**src/rtl/pipeline_sequencer.sv**
```systemverilog
// pipeline_sequencer: stall/flush controller for the five-stage pipeline.
// Drives the PC and inter-stage latch enables/flushes. Data accesses in
// MEM own the shared memory path over instruction fetch. Also keeps
// saturating cycle and stall counters.
//
//  state | meaning
//  ------+---------------------------------------------------------
//  RUN   | normal issue; data access or fetch completes this cycle
//  DWAIT | memory-stage data access outstanding, pipeline frozen
//  HALT  | halt retired; everything frozen until reset
module pipeline_sequencer #(
    parameter int CNT_W = 32,
    parameter int REG_W = 5
) (
    input  logic             CLK,
    input  logic             nRST,
    input  logic             ihit,
    input  logic             dhit,
    input  logic             dmemREN_mem,
    input  logic             dmemWEN_mem,
    input  logic             ex_MemRead,
    input  logic [REG_W-1:0] ex_wsel,
    input  logic [REG_W-1:0] id_rs,
    input  logic [REG_W-1:0] id_rt,
    input  logic             branch_mem,
    input  logic             jump_id,
    input  logic             halt_wb,
    output logic             pc_en,
    output logic             ifid_en,
    output logic             idex_en,
    output logic             exmem_en,
    output logic             memwb_en,
    output logic             ifid_flush,
    output logic             idex_flush,
    output logic             exmem_flush,
    output logic             imemREN,
    output logic             halted,
    output logic [CNT_W-1:0] cycle_count,
    output logic [CNT_W-1:0] stall_count
);

    typedef enum logic [1:0] {
        RUN   = 2'd0,
        DWAIT = 2'd1,
        HALT  = 2'd2
    } state_t;

    state_t           state_q, state_d;
    logic             halted_q;
    logic [CNT_W-1:0] cycle_q;
    logic [CNT_W-1:0] stall_q;
    logic             dreq;
    logic             luh;
    logic             adv;

    assign dreq = dmemREN_mem | dmemWEN_mem;
    assign luh  = ex_MemRead & (ex_wsel != '0) &
                  ((ex_wsel == id_rs) | (ex_wsel == id_rt));

    // Zero-latency strobes and next state from current state and hits.
    always_comb begin
        pc_en       = 1'b0;
        ifid_en     = 1'b0;
        idex_en     = 1'b0;
        exmem_en    = 1'b0;
        memwb_en    = 1'b0;
        ifid_flush  = 1'b0;
        idex_flush  = 1'b0;
        exmem_flush = 1'b0;
        imemREN     = 1'b0;
        adv         = 1'b0;
        state_d     = state_q;
        if (nRST) begin
            case (state_q)
                RUN: begin
                    imemREN = ~dreq;
                    if (dreq) begin
                        if (dhit) adv = 1'b1;
                        else      state_d = DWAIT;
                    end else if (ihit) begin
                        if (branch_mem) begin
                            {pc_en, ifid_en, idex_en, exmem_en, memwb_en} = 5'b11111;
                            {ifid_flush, idex_flush, exmem_flush} = 3'b111;
                        end else if (luh) begin
                            {idex_en, exmem_en, memwb_en} = 3'b111;
                            idex_flush = 1'b1;
                        end else if (jump_id) begin
                            {pc_en, ifid_en, idex_en, exmem_en, memwb_en} = 5'b11111;
                            ifid_flush = 1'b1;
                        end else begin
                            {pc_en, ifid_en, idex_en, exmem_en, memwb_en} = 5'b11111;
                        end
                    end
                end
                DWAIT: begin
                    if (dhit) begin
                        adv     = 1'b1;
                        state_d = RUN;
                    end
                end
                HALT: ;
                default: state_d = RUN;
            endcase
            // Data advance: retire MEM, bubble into EX, hold ID and PC.
            if (adv) begin
                {idex_en, exmem_en, memwb_en} = 3'b111;
                idex_flush = 1'b1;
            end
            if (halt_wb) state_d = HALT;
        end
    end

    // State, sticky halt flag and saturating performance counters.
    always_ff @(posedge CLK) begin
        if (!nRST) begin
            state_q  <= RUN;
            halted_q <= 1'b0;
            cycle_q  <= '0;
            stall_q  <= '0;
        end else begin
            state_q  <= state_d;
            halted_q <= (state_d == HALT);
            if (state_q != HALT) begin
                if (cycle_q != '1)
                    cycle_q <= cycle_q + CNT_W'(1);
                if (!pc_en && stall_q != '1)
                    stall_q <= stall_q + CNT_W'(1);
            end
        end
    end

    assign halted      = halted_q;
    assign cycle_count = cycle_q;
    assign stall_count = stall_q;

endmodule

```
**config.mk**
```make
export PLATFORM = sky130hd
export DESIGN_NAME = pipeline_sequencer
export DESIGN_NICKNAME = d
export VERILOG_FILES = /design/src/rtl/pipeline_sequencer.sv
export SDC_FILE = /design/constraint.sdc
export NUM_CORES = 1
export LEC_CHECK = 0
export CAP_MARGIN = 20
export CORE_MARGIN = 2
export CORE_UTILIZATION = 30
export CTS_BUF_LIST = sky130_fd_sc_hd__clkbuf_4
export DETAILED_ROUTE_END_ITERATION = 16
export PLACE_DENSITY = 0.63
export SLEW_MARGIN = 10
export SYNTH_ARGS = -nofsm -noshare
export SYNTH_HDL_FRONTEND = slang
export SYNTH_SLANG_ARGS = --single-unit
```
**constraint.sdc**
```tcl
create_clock -name CLK -period 4.54 [get_ports CLK]
set_input_delay 0.681 -clock CLK [delete_from_list [all_inputs] [get_ports CLK]]
set_output_delay 0.681 -clock CLK [all_outputs]
set_load 0.03 [all_outputs]
```
# == Word level (Yosys, flattened, before mapping) ==
# Cells that the tools add are included.
# word_totals
ff_bits,67
latch_bits,0
ramBits,0
rom_bits,0
out_inout_bits,74
word_cells,67
memories,0
# classes
addsub,2
multipliers,0
div_mod_pow,0
order_cmp,0
n_eq_ne,8
shift,0
mux,42
bitwise,5
reduce_logical,6
# ops
cell,count
$add A32 B1 Y32 const B,2
$ne A32 B32 Y1 const B,2
$mux W1,35
$eq A5 B5 Y1,2
$mux W2,5
$pmux W2 S3,1
$reduce_bool A5 Y1,1
$eq A2 B2 Y1 const B,2
$reduce_and A2 Y1,2
$and A1 B1 Y1,2
$eq A2 B1 Y1 const B,1
$logic_not A2 Y1,1
$ne A2 B2 Y1 const B,1
$or A1 B1 Y1,2
$pmux W1 S2,1
$logic_and A1 B1 Y1,1
$logic_not A1 Y1,1
$not A1 Y1,1

# == Longest topological paths before layout ==
# Gate-level depths: netlist of run 1.
# logic_depth
depth_word,12
ltp_mapped,9

# == Least setup slack after synthesis of run 1 ==
# OpenSTA, ideal clock, no wires.
# synth_timing
kind,input to output
startpoint,input dmemWEN_mem
endpoint,output ifid_flush
t_arrival_ns,2.174
path_slack_ns,1.685
path_stages,4
n_path_buf,0
cell_sequence,nor3_1 nand2_1 nor3_1 o21a_1
# synth_via
elab_chain_cells,4
# synth_rtl
element,line,rtl
from (decl),20,"input logic dmemWEN_mem,"
$or A1 B1 Y1,56,assign dreq = dmemREN_mem | dmemWEN_mem;
$mux W1,77,if (dreq) begin
$mux W1,74,case (state_q)
$mux W1,73,if (nRST) begin
to (decl),33,"output logic ifid_flush,"
# No other way between the ends.

# == Worst setup path after layout of run 1 ==
# layout_timing
startpoint,input ex_wsel[1]
endpoint,output ifid_flush
# layout_via
elab_chain_cells,9
word_cells_on_any_way,12
# layout_rtl
element,line,rtl
from (decl),22,"input logic [REG_W-1:0] ex_wsel,"
$eq A5 B5 Y1 / $reduce_bool A5 Y1 (equally long branches),"58, 57",
$or A1 B1 Y1 / $and A1 B1 Y1 (equally long branches),"58, 57",
$and A1 B1 Y1 *,57,assign luh = ex_MemRead & (ex_wsel != '0) &
$mux W1 *,84,end else if (luh) begin
$mux W1 *,81,if (branch_mem) begin
$mux W1 *,80,end else if (ihit) begin
$mux W1 *,77,
$mux W1 *,74,
$mux W1 *,73,
# Mark *: on every way between the ends. The rest lies on a longest branch, timed or not.

==> results by group, run 1 <==
Clocking
  – Htree depth: 3
  – Worst-path clk slew: ~0.1 ns
  – Clk_lat worst skew: ~0.42 ns
  – Hold Buf Count CTS: 0
  – Total CTS buffers: 9
  – Num Clock Sinks: 67
  – Post-CTS Setup Repair Bufs: 0
  – Maximum buffer depth of the clock tree: 2
  – Clk root buf: clkbuf_4
  – Post-CTS sizing: 0
  – CTS tree: built

Global routing
  – GR Overflow Total: 0
  – GRT Util Overall: between 15 and 20%
  – Largest net degree at the start of global routing: 60
  – First-pass GRT wire length: roughly 16 mm
  – Busiest layer in global routing: met2
  – Vias in the first global route: ~3,300
  – Met2 usage: about a quarter
  – Routing usage on met1: between 15 and 20%
  – Initial antenna violation count: 1
  – GR Layer Usage met3: 3.12%

Cells and area
  – Post-route cell area: 4810 µm²
  – Filler instances: ~1,200
  – Share of post-route cells with drive strength above 1: slightly above 6%
  – Area delta synth->final: 31.8%
  – Final net count: 550
  – End-of-flow core utilization: between 40% and 50%
  – Post-route insts no fill: 676

Synth
  – Syn. warnings: 0
  – Top cell type's share of synthesized area: 36.7%
  – Async set-reset flop share out of synthesis: 0%
  – Number of enable flip-flop cells after synthesis: 0
  – Area contributors post-synth: dfxtp_1, xor2_1, nand3_1, nor2_1, nand4_1
  – Mapped Nets: 462
  – Mapped cell area: between 3000 and 4000 µm²
  – Sequential fraction of the synthesis area: 36.7%
  – Syn Inst Count: ~440
  – Post-synth top area cell: dfxtp_1
  – Ys flop type: dfxtp_1
  – Syn Area/Cell: around 8.4 µm²
  – Unique masters post-synth: 47
  – Yosys reg bits: between 60 and 70

Power and ir drop
  – Total power: between 1 and 1.5 mW
  – Comb pwr share: a little under an eighth
  – P_leak: roughly 1.6 nW
  – Clock share of power: between 30% and 40%
  – Maximum vdd drop: just under 0.1 mV
  – Net Sw Frac: 26.9%
  – Total power divided by cell area: about 230 nW/µm²
  – Internal power: 0.811 mW
  – Sequential share of power: between 50% and 60%
  – Sw Pwr: 0.299 mW

Placement
  – HPWL reported at the end of detailed placement: ~6.8 mm
  – Post-Place Worst Slack: 0.861 ns
  – GP Congestion: roughly 0.81
  – Placed Instances: 659
  – Placed Area: 4680 µm²
  – Buffers added on ports: 98

Timing
  – Fin. Hold Viols: 0
  – Final Cycle Share: about 81%
  – Clock skew: ~0.011 ns
  – Slew @ Worst Pin: between 1 and 1.5 ns
  – Hold Worst Slack: about 0.49 ns
  – RSZ-0062 raised after global routing: false
  – Final max-slew violation count: 0
  – Upper clock frequency limit: 0.271 GHz
  – Setup TNS: 0 ns
  – Post-route setup slack: about 0.85 ns
  – Period minus WS final: between 3 and 4 ns
  – Rel. slew slack: 29.1%
  – Final setup viols: 0

Detailed routing
  – Routed vias/inst: approximately 5.3
  – DR DRC count: 0
  – DR iter-0 viols: around 180
  – Avg WL per Cell: 14.1 µm
  – Vias: approximately 3,600
  – Post-route ant nets: 0
  – Total wire length: between 9 and 10 mm
  – Drt first pass iters: 4

Floorplanning
  – Top Ports: a little under 100
  – Die W: between 100 and 150 µm
  – Placement row count: 40
  – Placeable Area: approximately 12,000 µm²
  – Starting Density: between 30% and 40%
  – DIE HEIGHT: 114 µm
  – DIE AREA: around 13,000 µm²

Setup path
  – Endpoint class of the critical path: output port
  – Arr. time, crit path: roughly 3 ns
  – Setup crit start kind: primary input
  – Max FO, Critical Path: 3
  – R2R cell count: 6
  – WS Path Type: primary input to output port
  – Critical Path RT: slightly below 4 ns

Job
  – Maxcap violations: 0

Worst hold path
  – Hold Path Stages: 2
  – HP Class: register to register

Status
  – Status: completed
[per-layer routing]
layer | up-vias | share of wire, %
met3 | 14 | 4.6
li1 | 1779 | -
met1 | 1701 | 47
met5 | - | 0
met4 | 0 | 1.5
met2 | 83 | 46
[synth_stat cells, types with 13 or more instances]
| cell | n |
|---|---|
| or4_1 | 15 |
| nor2_1 | 44 |
| xor2_1 | 26 |
| o31ai_1 | 14 |
| nand3_1 | 34 |
| a21oi_1 | 30 |
| and3_1 | 18 |
| or3_1 | 13 |
| xnor2_1 | 13 |
| nand4_1 | 26 |
| nand2_1 | 26 |
| dfxtp_1 | 67 |
[power groups by stage]
stage	clock, mW	combinational, mW	sequential, mW
finish	0.380	0.127	0.604
global route	0.425	0.138	0.606
CTS	0.395	0.128	0.604
detailed placement	0	0.128	0.617
global placement	0	0.125	0.617
floorplan	0	0.0650	0.627
[sequential cells by signal (all words and copies together), names as in the netlist]
signal       count
state_q          2
stall_count     32
halted           1
cycle_count     32
[final cells by class]
type,instances,area (µm²),share of cell area [%]
repair buffers,101,1000,20.9
well taps,147,184,3.82
diodes,1,2.50,0.0520
clock inverters,7,58.8,1.22
clock buffers,9,67.6,1.40
flip-flops and latches,67,1340,27.9
inverters,4,15.0,0.312
multi-input cells,340,2140,44.4
[path summary, 6_finish.rpt]
check             slack [ns]       startpoint               to
hold / removal          0.49   stall_count[5]   stall_count[5]
hold reg to reg         0.49   stall_count[5]   stall_count[5]
setup reg to reg        2.08  stall_count[14]  stall_count[26]
setup / recovery        0.85       ex_wsel[1]       ifid_flush
[cells in the final DEF, fill, tap and decap left out, drive strengths merged, types with 2 or more instances in the layout]
master / count
o31ai: 14
clkinv: 6
nand4: 28
nor4: 7
buf: 3
o21a: 2
nor3: 8
nand3: 36
and2: 4
mux2i: 6
inv: 4
clkbuf: 9
or3: 13
and4: 6
xnor2: 13
clkdlybuf4s50: 98
xor2: 26
and3: 19
nor2: 44
ha: 2
nand2: 26
a21oi: 31
or4: 15
nand2b: 11
nand4b: 2
nor2b: 3
dfxtp: 67
o21ai: 15
[critical path, cell delays in order]
cell,delay [ns]
clkdlybuf4s50_1,0.46
or4_1,0.53
o21ai_1,0.22
nand2b_1,0.16
o21a_1,0.16
o21a_1,0.13
clkdlybuf4s50_1,0.66
[cell families (layout without fill, tap and decap cells)]
| family | Yosys count | after routing | synth area share, % |
|---|---|---|---|
| DFF | 67 | 67 | 36.7 |
| AOI/OAI and AO/OA | 68 | 68 | 11.4 |
| xor gates and xnor gates | 39 | 39 | 9.36 |
| other | 0 | 1 | 0 |
| muxes | 6 | 6 | 1.65 |
| and+or+nand+nor | 225 | 225 | 35.5 |
| buffers and inverters | 28 | 121 | 4.69 |
| adders and majority gates | 2 | 2 | 0.685 |
Power figures use the tool's default switching activity.
==> run 2, diff against run 1 <==
Settings changed: PLACE_DENSITY 0.63 to 0.65.
Clock period 4.54 ns to 3.35 ns, I/O delays scaled along.
==> run 2 against run 1 <==
  * Global-route usage fell by 0.13 points
  * Design area rose by 2.2%
  * Hold slack improved by 0.0031 ns
  * Largest power group unchanged
  * Highest routed layer unchanged
  * Critical path type unchanged
  * Total power rose by 59%
==> results by group, run 2 (synthesis results as in run 1) <==
Status
  – Status: completed

Timing
  – Post-route setup slack: around 0.14 ns
  – Rel. slew slack: between 50% and 60%
  – Final Cycle Share: between 90% and 100%
  – Final setup viols: 0
  – Final max-slew violation count: 0
  – Hold Worst Slack: around 0.50 ns
  – Upper clock frequency limit: about 0.31 GHz
  – Slew @ Worst Pin: 0.715 ns
  – RSZ-0062 raised after global routing: false
  – Setup TNS: 0 ns
  – Period minus WS final: around 3.2 ns
  – Clock skew: approximately 0.022 ns
  – Fin. Hold Viols: 0

Setup path
  – Endpoint class of the critical path: output port
  – WS Path Type: primary input to output port
  – Arr. time, crit path: between 2 and 3 ns
  – Critical Path RT: between 2 and 3 ns
  – CP delay by family, top: buffers and inverters
  – Critical path cell sequence: clkdlybuf4s50_1 > xnor2_1 > nand3_1 > o22ai_2 > nand2b_1 > a21o_1 > a21oi_1 > clkdlybuf4s50_1
  – Max FO, Critical Path: 3
  – Cell mode on critical path: clkdlybuf4s50_1
  – Slowest cell on the critical path: clkdlybuf4s50_1
  – Largest stage delay, worst path: around 0.69 ns
  – Setup crit start kind: primary input
  – Buf/Inv on CP: 2

Cells and area
  – Area delta synth->final: 34.7%
  – Final net count: roughly 550
  – Most common cell after layout, fill and taps aside: clkdlybuf4s50_1
  – Most frequent cells in the layout: clkdlybuf4s50_1, dfxtp_1, nor2_1
  – ANT cells: 0
  – Share of post-route cells with drive strength above 1: under 10%
  – Post-route cell area: 4920 µm²

Global routing
  – GR Overflow Total: 0
  – Vias in the first global route: about 3,300
  – GRT Util Overall: between 10% and 20%
  – First-pass GRT wire length: ~16 mm
  – Largest net degree at the start of global routing: between 40 and 50
  – Initial antenna violation count: 0

Placement
  – Buffers added on ports: 98
  – HPWL reported at the end of detailed placement: 7.06 mm
  – Placed Area: 4700 µm²
  – GP Congestion: 0.834
  – Post-Place Worst Slack: ~0.067 ns

Clocking
  – Hold Buf Count CTS: 0
  – Maximum buffer depth of the clock tree: 2
  – Worst-path clk slew: 0.11 ns
  – Num Clock Sinks: 67
  – Total CTS buffers: 9
  – Post-CTS Setup Repair Bufs: 0
  – Clk root buf: clkbuf_4
  – Clk_lat worst skew: between 0.4 and 0.5 ns
  – Htree depth: 3
  – CTS tree: built

Power and ir drop
  – Total power: 1.77 mW
  – Total power divided by cell area: approximately 360 nW/µm²
  – Maximum vdd drop: ~0.17 mV
  – P_leak: 1.66 nW

Detailed routing
  – Drt first pass iters: 4
  – DR DRC count: 0
  – Avg WL per Cell: approximately 14 µm
  – Vias: ~3,600
  – Total wire length: a little under 10 mm
  – Routed vias/inst: roughly 5.3
  – DR iter-0 viols: 200
  – Post-route ant nets: 0

Job
  – Maxcap violations: 0

Floorplanning
  – Starting Density: a little under a third
  – DIE AREA: between 10,000 and 15,000 µm²
  – Placeable Area: between 10,000 and 15,000 µm²
  – Die W: 114 µm
  – Placement row count: 40
  – DIE HEIGHT: between 100 and 150 µm
  – Top Ports: 99

Worst hold path
  – HP Class: register to register
-- run 2: worst paths after layout --
kind,startpoint,end,slack [ns],depth (start not counted)
max,ex_wsel[0],idex_flush,0.14,8
min reg2reg,stall_count[5],stall_count[5],0.50,2
max reg2reg,stall_count[14],stall_count[26],0.96,6
min,stall_count[5],stall_count[5],0.50,2
-- run 2: layout make-up --
type / count / area (µm²)
clock buffers: 10 / 75.1
clock inverters: 6 / 136
fillers: 1206 / 7040
inverters: 4 / 15.0
multi-input cells: 340 / 2140
flip-flops and latches: 67 / 1340
well taps: 147 / 184
repair buffers: 104 / 1030
-- run 2: repair_timing --
item                                   in CTS  in global routing
resized for setup                           0                  1
endpoints found under the hold margin       0                  0
setup endpoints to repair                   0                  1
-- run 2: routing by layer --
layer  global-route usage (%)  part of all wire, %  up-vias
met4                     6.18                  1.5        0
met5                        0                    0        -
met3                     3.23                  5.0       11
met2                     23.8                   47       74
met1                     19.5                   47     1718
li1                         -                    -     1782
-- run 2: worst reg2reg max path, delay by kind of cell (launching register included) --
kind             cells  cell delay [ns]
AND/OR/NAND/NOR      4             1.38
flip-flops           1             0.47
AO/OA/AOI/OAI        2             0.46
-- run 2: where the power goes --
group / leakage, nW / internal, mW / switching, mW
registers: 0.541 / 0.806 / 0.0117
clock network: 0.107 / 0.464 / 0.310
logic: 1.01 / 0.0769 / 0.0984
total: 1.66 / 1.35 / 0.420
-- run 2: through the flow --
step | utilization [%] | cells
2_1_floorplan | - | 435
3_3_place_gp | 39.3 | 662
3_5_place_dp | 39.3 | 662
4_1_cts | 41.1 | 678
5_1_grt | 41.1 | 678
6_report | 41.1 | 678
